File: src/rtl/ps2_keyboard_rx.sv
// PS/2 keyboard receiver with a PicoBlaze read port.
// Conditions the raw PS/2 pins, deserialises device-to-host frames, and keeps
// the latest and previous scan codes together with ready/overrun/error flags.
module ps2_keyboard_rx #(
    parameter int unsigned FILTER_LEN  = 8,
    parameter int unsigned TIMEOUT_CYC = 200000,
    parameter logic [7:0]  KEY_PORT    = 8'h0F,
    parameter logic [7:0]  STATUS_PORT = 8'h10
) (
    input  logic       CLK,
    input  logic       RST,
    input  logic       PS2_CLK,
    input  logic       PS2_DATA,
    input  logic       READ_STROBE,
    input  logic [7:0] PORT_ID,
    output logic [7:0] IN_PORT,
    output logic [7:0] TecladoREG,
    output logic [7:0] TecladoREG_ANTERIOR,
    output logic       KEY_READY,
    output logic       FRAME_ERR
);

    localparam int unsigned FiltW = (FILTER_LEN > 1) ? $clog2(FILTER_LEN) : 1;
    localparam int unsigned TmoW  = (TIMEOUT_CYC > 1) ? $clog2(TIMEOUT_CYC) : 1;

    typedef enum logic [1:0] {
        StIdle,
        StData,
        StParity,
        StStop
    } state_e;

    // Input synchronisers
    logic             ps2_clk_meta_q;
    logic             ps2_clk_sync_q;
    logic             ps2_data_meta_q;
    logic             ps2_data_sync_q;

    // Clock glitch filter
    logic             filt_q;
    logic             filt_d;
    logic             filt_prev_q;
    logic [FiltW-1:0] filt_cnt_q;
    logic [FiltW-1:0] filt_cnt_d;
    logic             fe;

    // Frame deserialiser
    state_e           state_q;
    state_e           state_d;
    logic [2:0]       bit_cnt_q;
    logic [2:0]       bit_cnt_d;
    logic [7:0]       shift_q;
    logic [7:0]       shift_d;
    logic             parity_q;
    logic             parity_d;
    logic [TmoW-1:0]  tmo_q;
    logic [TmoW-1:0]  tmo_d;
    logic             commit_q;
    logic             commit_d;
    logic             err_q;
    logic             err_d;

    // Host-visible registers
    logic [7:0]       key_q;
    logic [7:0]       key_d;
    logic [7:0]       prev_q;
    logic [7:0]       prev_d;
    logic [7:0]       in_port_q;
    logic [7:0]       in_port_d;
    logic             key_ready_q;
    logic             key_ready_d;
    logic             overrun_q;
    logic             overrun_d;
    logic             frame_err_q;
    logic             frame_err_d;
    logic             rd_key;
    logic             rd_status;

    // Two-flop synchronisers; both lines idle high.
    always_ff @(posedge CLK or negedge RST) begin
        if (!RST) begin
            ps2_clk_meta_q  <= 1'b1;
            ps2_clk_sync_q  <= 1'b1;
            ps2_data_meta_q <= 1'b1;
            ps2_data_sync_q <= 1'b1;
        end else begin
            ps2_clk_meta_q  <= PS2_CLK;
            ps2_clk_sync_q  <= ps2_clk_meta_q;
            ps2_data_meta_q <= PS2_DATA;
            ps2_data_sync_q <= ps2_data_meta_q;
        end
    end

    // Filtered clock flips only after FILTER_LEN consecutive samples at the new level.
    always_comb begin
        filt_d     = filt_q;
        filt_cnt_d = '0;
        if (ps2_clk_sync_q != filt_q) begin
            if (filt_cnt_q == FiltW'(FILTER_LEN - 1)) begin
                filt_d = ps2_clk_sync_q;
            end else begin
                filt_cnt_d = filt_cnt_q + FiltW'(1);
            end
        end
    end

    // Filter state and previous filtered level for edge detection.
    always_ff @(posedge CLK or negedge RST) begin
        if (!RST) begin
            filt_q      <= 1'b1;
            filt_prev_q <= 1'b1;
            filt_cnt_q  <= '0;
        end else begin
            filt_q      <= filt_d;
            filt_prev_q <= filt_q;
            filt_cnt_q  <= filt_cnt_d;
        end
    end

    assign fe = filt_prev_q & ~filt_q;

    // Frame FSM next state, shift register and inactivity timeout.
    always_comb begin
        state_d   = state_q;
        bit_cnt_d = bit_cnt_q;
        shift_d   = shift_q;
        parity_d  = parity_q;
        tmo_d     = tmo_q;
        commit_d  = 1'b0;
        err_d     = 1'b0;

        unique case (state_q)
            StIdle: begin
                tmo_d = '0;
                // A high bit on an idle FE is not a start bit; ignore it.
                if (fe && !ps2_data_sync_q) begin
                    state_d   = StData;
                    bit_cnt_d = '0;
                end
            end
            StData: begin
                if (fe) begin
                    shift_d   = {ps2_data_sync_q, shift_q[7:1]};
                    bit_cnt_d = bit_cnt_q + 3'd1;
                    if (bit_cnt_q == 3'd7) begin
                        state_d = StParity;
                    end
                end
            end
            StParity: begin
                if (fe) begin
                    parity_d = ps2_data_sync_q;
                    state_d  = StStop;
                end
            end
            StStop: begin
                if (fe) begin
                    state_d = StIdle;
                    // Odd parity: data bits plus parity must XOR to one.
                    if (ps2_data_sync_q && ((^shift_q) ^ parity_q)) begin
                        commit_d = 1'b1;
                    end else begin
                        err_d = 1'b1;
                    end
                end
            end
            default: begin
                state_d = StIdle;
            end
        endcase

        if (state_q != StIdle) begin
            if (fe) begin
                tmo_d = '0;
            end else if (tmo_q == TmoW'(TIMEOUT_CYC - 1)) begin
                state_d = StIdle;
                err_d   = 1'b1;
                tmo_d   = '0;
            end else begin
                tmo_d = tmo_q + TmoW'(1);
            end
        end
    end

    // Frame FSM state register; commit/error become one-cycle pulses.
    always_ff @(posedge CLK or negedge RST) begin
        if (!RST) begin
            state_q   <= StIdle;
            bit_cnt_q <= '0;
            shift_q   <= '0;
            parity_q  <= 1'b0;
            tmo_q     <= '0;
            commit_q  <= 1'b0;
            err_q     <= 1'b0;
        end else begin
            state_q   <= state_d;
            bit_cnt_q <= bit_cnt_d;
            shift_q   <= shift_d;
            parity_q  <= parity_d;
            tmo_q     <= tmo_d;
            commit_q  <= commit_d;
            err_q     <= err_d;
        end
    end

    assign rd_key    = READ_STROBE && (PORT_ID == KEY_PORT);
    assign rd_status = READ_STROBE && (PORT_ID == STATUS_PORT);

    // Read port and key/status register updates; set events win over read clears.
    always_comb begin
        key_d       = key_q;
        prev_d      = prev_q;
        in_port_d   = in_port_q;
        key_ready_d = key_ready_q;
        overrun_d   = overrun_q;
        frame_err_d = frame_err_q;

        if (READ_STROBE) begin
            if (rd_key) begin
                in_port_d = key_q;
            end else if (rd_status) begin
                in_port_d = {5'b0, overrun_q, frame_err_q, key_ready_q};
            end else begin
                in_port_d = 8'h00;
            end
        end

        if (rd_key) begin
            key_ready_d = 1'b0;
            overrun_d   = 1'b0;
        end
        if (rd_status) begin
            frame_err_d = 1'b0;
        end

        if (commit_q) begin
            prev_d = key_q;
            key_d  = shift_q;
            // A read in the same cycle consumed the old key, so no overrun.
            if (key_ready_q && !rd_key) begin
                overrun_d = 1'b1;
            end
            key_ready_d = 1'b1;
        end
        if (err_q) begin
            frame_err_d = 1'b1;
        end
    end

    // Host-visible register bank.
    always_ff @(posedge CLK or negedge RST) begin
        if (!RST) begin
            key_q       <= 8'h00;
            prev_q      <= 8'h00;
            in_port_q   <= 8'h00;
            key_ready_q <= 1'b0;
            overrun_q   <= 1'b0;
            frame_err_q <= 1'b0;
        end else begin
            key_q       <= key_d;
            prev_q      <= prev_d;
            in_port_q   <= in_port_d;
            key_ready_q <= key_ready_d;
            overrun_q   <= overrun_d;
            frame_err_q <= frame_err_d;
        end
    end

    assign IN_PORT             = in_port_q;
    assign TecladoREG          = key_q;
    assign TecladoREG_ANTERIOR = prev_q;
    assign KEY_READY           = key_ready_q;
    assign FRAME_ERR           = frame_err_q;

endmodule

File: config.mk
export PLATFORM = sky130hd
export DESIGN_NAME = ps2_keyboard_rx
export DESIGN_NICKNAME = d
export VERILOG_FILES = /design/src/rtl/ps2_keyboard_rx.sv
export SDC_FILE = /design/constraint.sdc
export NUM_CORES = 1
export LEC_CHECK = 0
export CORE_ASPECT_RATIO = 0.6
export CORE_MARGIN = 8
export CORE_UTILIZATION = 25
export CTS_BUF_LIST = sky130_fd_sc_hd__clkbuf_8
export CTS_CLUSTER_SIZE = 10
export DETAILED_ROUTE_END_ITERATION = 12
export REMOVE_ABC_BUFFERS = 1
export SYNTH_ARGS = -nofsm -noshare
export SYNTH_HDL_FRONTEND = slang
export SYNTH_SLANG_ARGS = --single-unit
File: constraint.sdc
create_clock -name CLK -period 3.1 [get_ports CLK]
set_input_delay 0.31 -clock CLK [delete_from_list [all_inputs] [get_ports CLK]]
set_output_delay 0.31 -clock CLK [all_outputs]
set_load 0.05 [all_outputs]
### Yosys cells after proc, flatten, opt, wreduce, memory -nomap -nowiden

Cells that the tools add are included.

* add/sub/neg operators: 3
* multiply operators: 0
* div/mod/pow operators: 0
* $lt $le $gt $ge: 0
* equality and inequality tests: 11
* shifts and indexed selects: 0
* mux-type cells: 36
* bitwise operators: 3
* reduce and logical (&&, ||, !) cells: 18

Operator list (count)
* $mux 18: 4
* $add 18x1->18 const B: 1
* $eq 18x18->1 const B: 1
* $mux 1: 16
* $mux 2: 8
* $mux 3: 5
* $reduce_bool 2->1: 5
* $eq 8x4->1 const B: 1
* $eq 8x5->1 const B: 1
* $mux 8: 1
* $pmux 2 s4: 1
* $reduce_xor 8->1: 1
* $add 3x1->3 const B: 2
* $eq 3x3->1 const B: 2
* $pmux 3 s2: 1
* $reduce_and 2->1: 3
* $logic_and 1x1->1: 5
* $eq 2x2->1 const B: 2
* $ne 2x2->1 const B: 2
* $reduce_and 3->1: 1
* $eq 2x1->1 const B: 1
* $logic_not 1->1: 2
* $logic_not 2->1: 1
* $and 1x1->1: 1
* 3 further kinds: 3

* register bits: 70
* bits in latches: 0
* bits in writable memories: 0
* memory bits (read-only): 0
* bits of input ports: 13
* output and inout bits: 26
* logic and storage cells: 91
* memories: 0

### Longest topological paths before layout

Gate-level depths: netlist of the first run.

* depth after elaboration: 9
* depth in mapped cells: 6

### Least setup slack after synthesis of the first run

No wires, ideal clock.

* kind: register -> register
* from: register tmo_q[7]
* to: register tmo_q[1]
* library setup time: 0.141 ns
* data arrival time: 1.667 ns
* required time: 2.959 ns
* slack: 1.292 ns
* cell stages (with the launch flop): 5
* path buffers: 1
* period minus slack after synthesis: 1.808 ns
* path through: dfrtp_1 > or4b_4 > o41ai_4 > buf_6 > nor3b_1

* word-level cells in the longest chain between the ends: 4

RTL lines
* from (decl): RTL line 56 `logic [TmoW-1:0] tmo_q;`
* from (signal assigned): RTL line 200 `tmo_q <= tmo_d;`
* $eq 18x18->1: RTL line 175 `end else if (tmo_q == TmoW'(TIMEOUT_CYC - 1)) begin`
* $mux 18: RTL line 175
* $mux 18: RTL line 173 `if (fe) begin`
* $mux 18: RTL line 172 `if (state_q != StIdle) begin`
* net tmo_d[1]: RTL line 57 `logic [TmoW-1:0] tmo_d;`

The timed path passes the listed nets, and every way through them passes these cells.
A chain may end at the register's enable or synchronous reset.

### Worst setup path in the final report of the first run

* from: register key_q[7], in the netlist TecladoREG[7]
* to: output port TecladoREG[7]

RTL lines
* from (decl): RTL line 64 `logic [7:0] key_q;`
* from (signal assigned): RTL line 260 `key_q <= key_d;`
* to (decl): RTL line 17 `output logic [7:0] TecladoREG,`

No word-level cell between the ends.

==> results of run 1 <==
area by class of cell:
class                   count  area [um2]  share of cell area, %
flip-flops and latches     70        1760                   45.3
multi-input cells         158        1220                   31.5
repair buffers             43         428                   11.0
well taps                 165         206                   5.31
clock buffers              10         138                   3.54
clock inverters             6        85.1                   2.19
inverters                  12        45.0                   1.16
stage by stage:
stage | util, % | hold slack [ps] | cell area [um2]
after CTS | 32.3 | 353 | 3890
after global placement | 30.4 | 348 | 3650
after global routing | 32.3 | 355 | 3890
after floorplan | - | 14.4 | 3030
final | 32.3 | 359 | 3890
after detailed placement | 30.4 | 347 | 3650
cell usage in the layout, fill, tap and decap left out, types with 3 or more instances in the layout:
master,Yosys,final
a211oi_1,6,6
a21oi_1,3,3
a22oi_1,3,3
and2_1,3,3
and4_1,4,4
buf_4,1,3
clkbuf_8,0,10
clkdlybuf4s50_1,0,37
dfrtp_1,64,64
dfstp_2,6,6
ha_1,5,5
inv_1,12,12
mux2_2,27,27
nand2_1,12,12
nand3_1,7,7
nand4_1,6,6
nor2_1,4,4
nor3_1,13,13
nor3b_1,4,4
o21ai_0,18,18
or3_1,7,7
xnor2_1,4,4
xor2_1,10,10
power by group through the flow:
| stage | logic (W) | clock network, W | registers (W) |
|---|---|---|---|
| after CTS | 0.000368 | 0.000848 | 0.00106 |
| final | 0.000364 | 0.000816 | 0.00106 |
| after global placement | 0.000342 | 0 | 0.00107 |
| after global routing | 0.000407 | 0.000883 | 0.00107 |
| after detailed placement | 0.000365 | 0 | 0.00108 |
| after floorplan | 0.000222 | 0 | 0.00106 |
state kept, by name, summed over array words and instances, names as in the netlist, 2 cells and up:
name and flops:
tmo_q 18, IN_PORT 8, TecladoREG 8, TecladoREG_ANTERIOR 8
shift_q 8, bit_cnt_q 3, filt_cnt_q 3, state_q 2
worst max-delay path by stage:
stage,to,slack [ps],cells after the start
global route,tmo_q[17],900,4
finish,TecladoREG[7],1100,1
floorplan,shift_q[0],960,3
detailed placement,IN_PORT[2],890,5
global placement,IN_PORT[1],1000,5
CTS,TecladoREG[7],1070,1
routing by layer:
metal  vias to the layer above  GRT usage (%)  wire length, um
met2                        44           11.9             2680
met1                      1016           12.6             3710
met5                         -              0                0
met3                         8           3.54              461
li1                        986              -                -
met4                         0           3.89              112
kinds of logic (layout without fill, tap and decap cells):
logic type      count (synthesis)  in the layout
buf+inv                        22             71
fa+ha+maj                       5              5
compound gates                 36             36
xor+xnor                       16             16
simple gates                   73             73
mux                            28             28
flops                          70             70
==> key figures, run 1 <==
Run status
  – Status: finished, final reports clean

Pwr
  – Leak: 1.68 nW
  – Pint: 0.00162 W
  – Gate power share: between 15 and 20%
  – P per Cell Area: approximately 580 nW/um2
  – Sequential share of power: around 47%
  – Sw frac: between 20% and 30%
  – Max VDD drop: roughly 0.25 mV
  – Clk network pwr share: between 30 and 40%
  – Net Switching: just over 0.0006 W
  – Total power: 0.00224 W

Cells and area
  – Antenna Cells: 0
  – Layout filler cell count: 1203
  – Non-Filler Instances: between 400 and 500
  – Synthesis-to-finish area growth: 26.2%
  – Fin nets: between 300 and 400
  – Layout cells sized above 1: roughly a fifth

Synthesis
  – Yosys warns: 0
  – Syn_area_per_cell: about 12 um2
  – Top cells by area, synth: dfrtp_1, mux2_2, dfstp_2, o21ai_0, xor2_1
  – Synthesized cell area: roughly 3100 um2
  – Yosys cell types: 42
  – Sequential fraction of the synthesis area: a little under three fifths
  – #FFs+latches synth: 70
  – Post-synthesis compound-gate area fraction: under 10%
  – Largest family of logic cells by synthesized area: simple AND/OR/NAND/NOR gates
  – Cells after Synth: between 200 and 300
  – Simple-gate share of the synthesized area: between 10% and 20%
  – Synth area leader: dfrtp_1
  – Post-synthesis mux area share: about 10%
  – Most frequent cell after synthesis: dfrtp_1
  – Dominant synthesized flop cell: dfrtp_1
  – Adder-cell share of the synthesized area: 2.03%
  – Xor-xnor portion of the synthesized cell area: under 10%
  – Fraction of registers with async set/reset: between 90% and 100%
  – Post-synth EDFFs: 0
  – Commonest cells in the netlist: dfrtp_1, mux2_2, o21ai_0
  – Top-area cell type share of the netlist area: roughly half

Timing
  – Final Skew: between 5 and 6 ps
  – Unrepaired setup endpoints after global routing: no
  – Max Slew Vio Count: 0
  – Worst slew pin tran: about 800 ps
  – Final hold vios: 0
  – Final Worst Setup Slack: 1100 ps
  – Relative slew slack: 47.3%
  – Max Clk Rate: 499 MHz
  – Count of final setup violators: 0
  – Min Clock Period, post-route: approximately 2000 ps
  – Final period util: between 60 and 70%
  – Post-Route Setup TNS: 0 ps

Floorplanning
  – Die extent in x: around 160 um
  – Top-Level Pins: 39
  – Core box area: around 12000 um2
  – Initial cell density of the core: 25.6%
  – Die area: 16200 um2
  – Cell Rows: 31
  – Die Y: 102 um

Critical path
  – Slowest-stage cell, CP: clkdlybuf4s50_1
  – Crit path cell chain: clkdlybuf4s50_1
  – Slowest stage delay, CP: approximately 860 ps
  – Register-to-register setup slack: between 1000 and 1500 ps
  – Worst reg2reg path depth: 4
  – Data arrival time of the critical path: approximately 1700 ps
  – Critical Path Fanout Max: 4
  – Crit path launch type: flop
  – Crit-path leading delay family: buffers and inverters
  – FF-to-FF Start: tmo_q[2]
  – WS Path Type: flop to output pin
  – Critical Path RT: 2790 ps
  – Critical path capture point type: output pin
  – FF-to-FF End: tmo_q[17]
  – Worst Setup SP: TecladoREG[7]
  – Worst Path Buf+Inv: 1

Global routing
  – Antenna violations before repair: 0
  – Total GRT Usage: about 9%
  – First-pass GRT wire length: 11.3 mm
  – Largest net degree at the start of global routing: 71
  – Total grt overflow: 0
  – Number of global-route vias before repair: around 2100

Worst hold path
  – Hold path start: ps2_data_meta_q
  – Hold path depth: 0
  – Worst Hold Path EP: ps2_data_sync_q
  – Worst min path class: flop to flop

Clocking
  – Clk sink count: 70
  – Max clock buf depth: 2
  – Num CTS Buffers: 9
  – Worst-path clk slew: about 70 ps
  – CTS tree: built
  – Root buffer selected by CTS: clkbuf_8
  – Post-CTS sizing: 0
  – Post-CTS setup buffers: 0
  – CTS hold repair buffers: 1
  – H-tree Lvls: 3
  – Clk_lat worst skew: between 300 and 400 ps

Detailed routing
  – Routed WL: 6.96 mm
  – DR vias: 2054
  – Pre-Repair DR Iteration Count: 4
  – Wire per inst: approximately 15 um
  – Iteration-0 DRC Markers: between 100 and 150
  – Vias per cell: ~4.4
  – DR DRC count: 0
  – Antenna Violating Nets Remaining: 0

Placement
  – # port buffers: 38
  – Final Wtd Congestion: between 0.7 and 0.8
  – Inst Count DP: 447
  – Dpl ws: a little under 900 ps
  – Placed wire-length estimate: between 4 and 5 mm

Run
  – Max-cap viol count: 0
Note: power is estimated with default switching activity, not from simulation.
==> run 2: changes to the inputs <==
Clock period 3.1 ns to 1.7 ns, I/O delays scaled along.
==> key figures, run 2 (synthesis results as in run 1) <==
Timing
  – Min Clock Period, post-route: between 1500 and 2000 ps
  – Final Skew: 6.19 ps (+0.355 ps)
  – Unrepaired setup endpoints after global routing: yes
  – Max Clk Rate: roughly 590 MHz
  – Final hold vios: 0 (unchanged)
  – Final Worst Setup Slack: -6.85 ps (-1100 ps)
  – Max Slew Vio Count: 0 (unchanged)
  – Count of final setup violators: 5 (+5)
  – Final period util: 100%
  – Worst Hold Margin: 229 ps (-129 ps)
  – Worst slew pin tran: 505 ps (-285 ps)
  – Relative slew slack: 66.3% (+19 points)

Critical path
  – Critical Path RT: 1970 ps (-820 ps)
  – Worst reg2reg path depth: 4 (unchanged)
  – Register-to-register setup slack: -7 ps (-1100 ps)
  – Crit path launch type: flop
  – Worst setup endpoint: err_q
  – FF-to-FF Start: tmo_q[7]
  – Data arrival time of the critical path: 1980 ps (+290 ps)
  – WS Path Type: flop to flop
  – Critical path capture point type: flop
  – Critical Path Fanout Max: 2 (-2)
  – FF-to-FF End: err_q
  – Worst Setup SP: tmo_q[7]

Floorplanning
  – Die Y: 102 um (unchanged)
  – Die area: 16200 um2 (unchanged)
  – Die extent in x: 159 um (unchanged)
  – Cell Rows: 31 (unchanged)
  – Initial cell density of the core: 25.6% (unchanged)
  – Top-Level Pins: 39 (unchanged)
  – Core box area: 12000 um2 (unchanged)

Clocking
  – Post-CTS setup buffers: 0 (unchanged)
  – Max clock buf depth: 2 (unchanged)
  – Clk_lat worst skew: 340 ps (about the same)
  – Num CTS Buffers: 9 (unchanged)
  – H-tree Lvls: 3 (unchanged)
  – Root buffer selected by CTS: clkbuf_8
  – Clk sink count: 70 (unchanged)
  – CTS tree: built
  – Worst-path clk slew: 70 ps (about the same)

Cells and area
  – Commonest non-fill, non-tap cell in the layout: dfrtp_1
  – Layout filler cell count: 1211 (+0.67%)
  – Antenna Cells: 0 (unchanged)
  – Multi-input logic area: 1270 um2 (+3.5%)
  – Fin util: 33.1% (+0.78 points)
  – Synthesis-to-finish area growth: 29.2%
  – Max FFs per register: 18 (unchanged)
  – Reg area: 1760 um2 (unchanged)
  – Most flops, register: tmo_q
  – Layout cells sized above 1: 32.9% (+13 points)
  – Most frequent cells in the layout: dfrtp_1, buf_4, mux2_2
  – Final instance area: 3980 um2 (+2.4%)
  – Fin nets: 329 (+5.4%)

Detailed routing
  – Antenna Violating Nets Remaining: 0 (unchanged)
  – Vias per cell: 4.35 (-1.7%)
  – Wire per inst: 14.1 um (-6.2%)
  – DR DRC count: 0 (unchanged)
  – Iteration-0 DRC Markers: 145 (+14%)
  – DR vias: 2094 (+1.9%)
  – Pre-Repair DR Iteration Count: 4 (unchanged)
  – Routed WL: 6.77 mm (-2.7%)

Global routing
  – Largest net degree at the start of global routing: 35 (-51%)
  – First-pass GRT wire length: 11.6 mm (+1.9%)
  – Number of global-route vias before repair: 2144 (+1.7%)
  – Total GRT Usage: 8.93% (-0.082 points)
  – Total grt overflow: 0 (unchanged)
  – Antenna violations before repair: 0 (unchanged)

Run
  – Max-cap viol count: 0 (unchanged)

Placement
  – Final Wtd Congestion: 0.770 (+4.5%)
  – Post-DP Area: 3740 um2 (+2.4%)
  – Placed wire-length estimate: 4.88 mm (-1.8%)
  – Dpl ws: -15.0 ps (-903 ps)
  – # port buffers: 38 (unchanged)

Run status
  – Failing checks: setup timing
  – Status: finished, violations left

Pwr
  – P per Cell Area: 972 nW/um2 (+69%)
  – Total power: 0.00387 W (+73%)
  – Leak: 1.88 nW (+12%)
  – Max VDD drop: 0.394 mV (+59%)

Worst hold path
  – Worst min path class: input pin to flop
## run 2: cell types whose count changed in the layout (fill, tap and decap cells not counted), sizes merged
cell and delta:
buf +38, clkdlybuf4s50 -26, dlymetal6s2s +3, inv +3, bufinv -2, clkbuf +2, clkinvlp -2, dlygate4sd2 +2
clkinv -1
## run 2: area by class of cell
type | instances | area share, %
clock buffers | 12 | 4.15
well taps | 165 | 5.19
inverters | 12 | 1.13
repair buffers | 60 | 13.1
multi-input cells | 158 | 31.8
flip-flops and latches | 70 | 44.2
clock inverters | 4 | 0.409
## run 2: routing by layer
layer | vias up | global-route usage, % | share of wire [%]
met2 | 47 | 11.5 | 39
met5 | - | 0 | 0
met3 | 2 | 4.06 | 5.2
li1 | 1015 | - | -
met1 | 1030 | 13.0 | 55
met4 | 0 | 2.16 | 0.50
## run 2: what timing repair did
action,CTS,global route
endpoints found under the hold margin,12,0
hold buffers,1,0
pin swaps,0,6
gates resized for setup,3,14
setup endpoints to repair,4,25
## run 2: per-stage QoR
step | instances | setup TNS [ps]
floorplan | 240 | -7690
global placement | 464 | 0
detailed placement | 464 | -15.0
CTS | 481 | -14.4
global route | 481 | -1010
finish | 481 | -13.5
## run 2: worst min path at each step
| stage | from | endpoint | cells past startpoint |
|---|---|---|---|
| 2_1_floorplan | RST | FRAME_ERR | 0 |
| 3_3_place_gp | RST | KEY_READY | 1 |
| 3_5_place_dp | RST | KEY_READY | 1 |
| 4_1_cts | PS2_DATA | ps2_data_meta_q | 1 |
| 5_1_grt | PS2_DATA | ps2_data_meta_q | 1 |
| 6_report | PS2_DATA | ps2_data_meta_q | 1 |
## run 2: power breakdown
group | internal [W] | switching [W]
Combinational | 0.000336 | 0.000398
Clock | 0.000631 | 0.000579
Sequential | 0.00182 | 0.000109
Total | 0.00278 | 0.00109
## run 2: worst max-delay path, cell delays in order, from the launching register on
cell	delay, ps
dfrtp_1	380
or4b_4	560
or3_4	380
a211o_1	240
o21ai_1	70
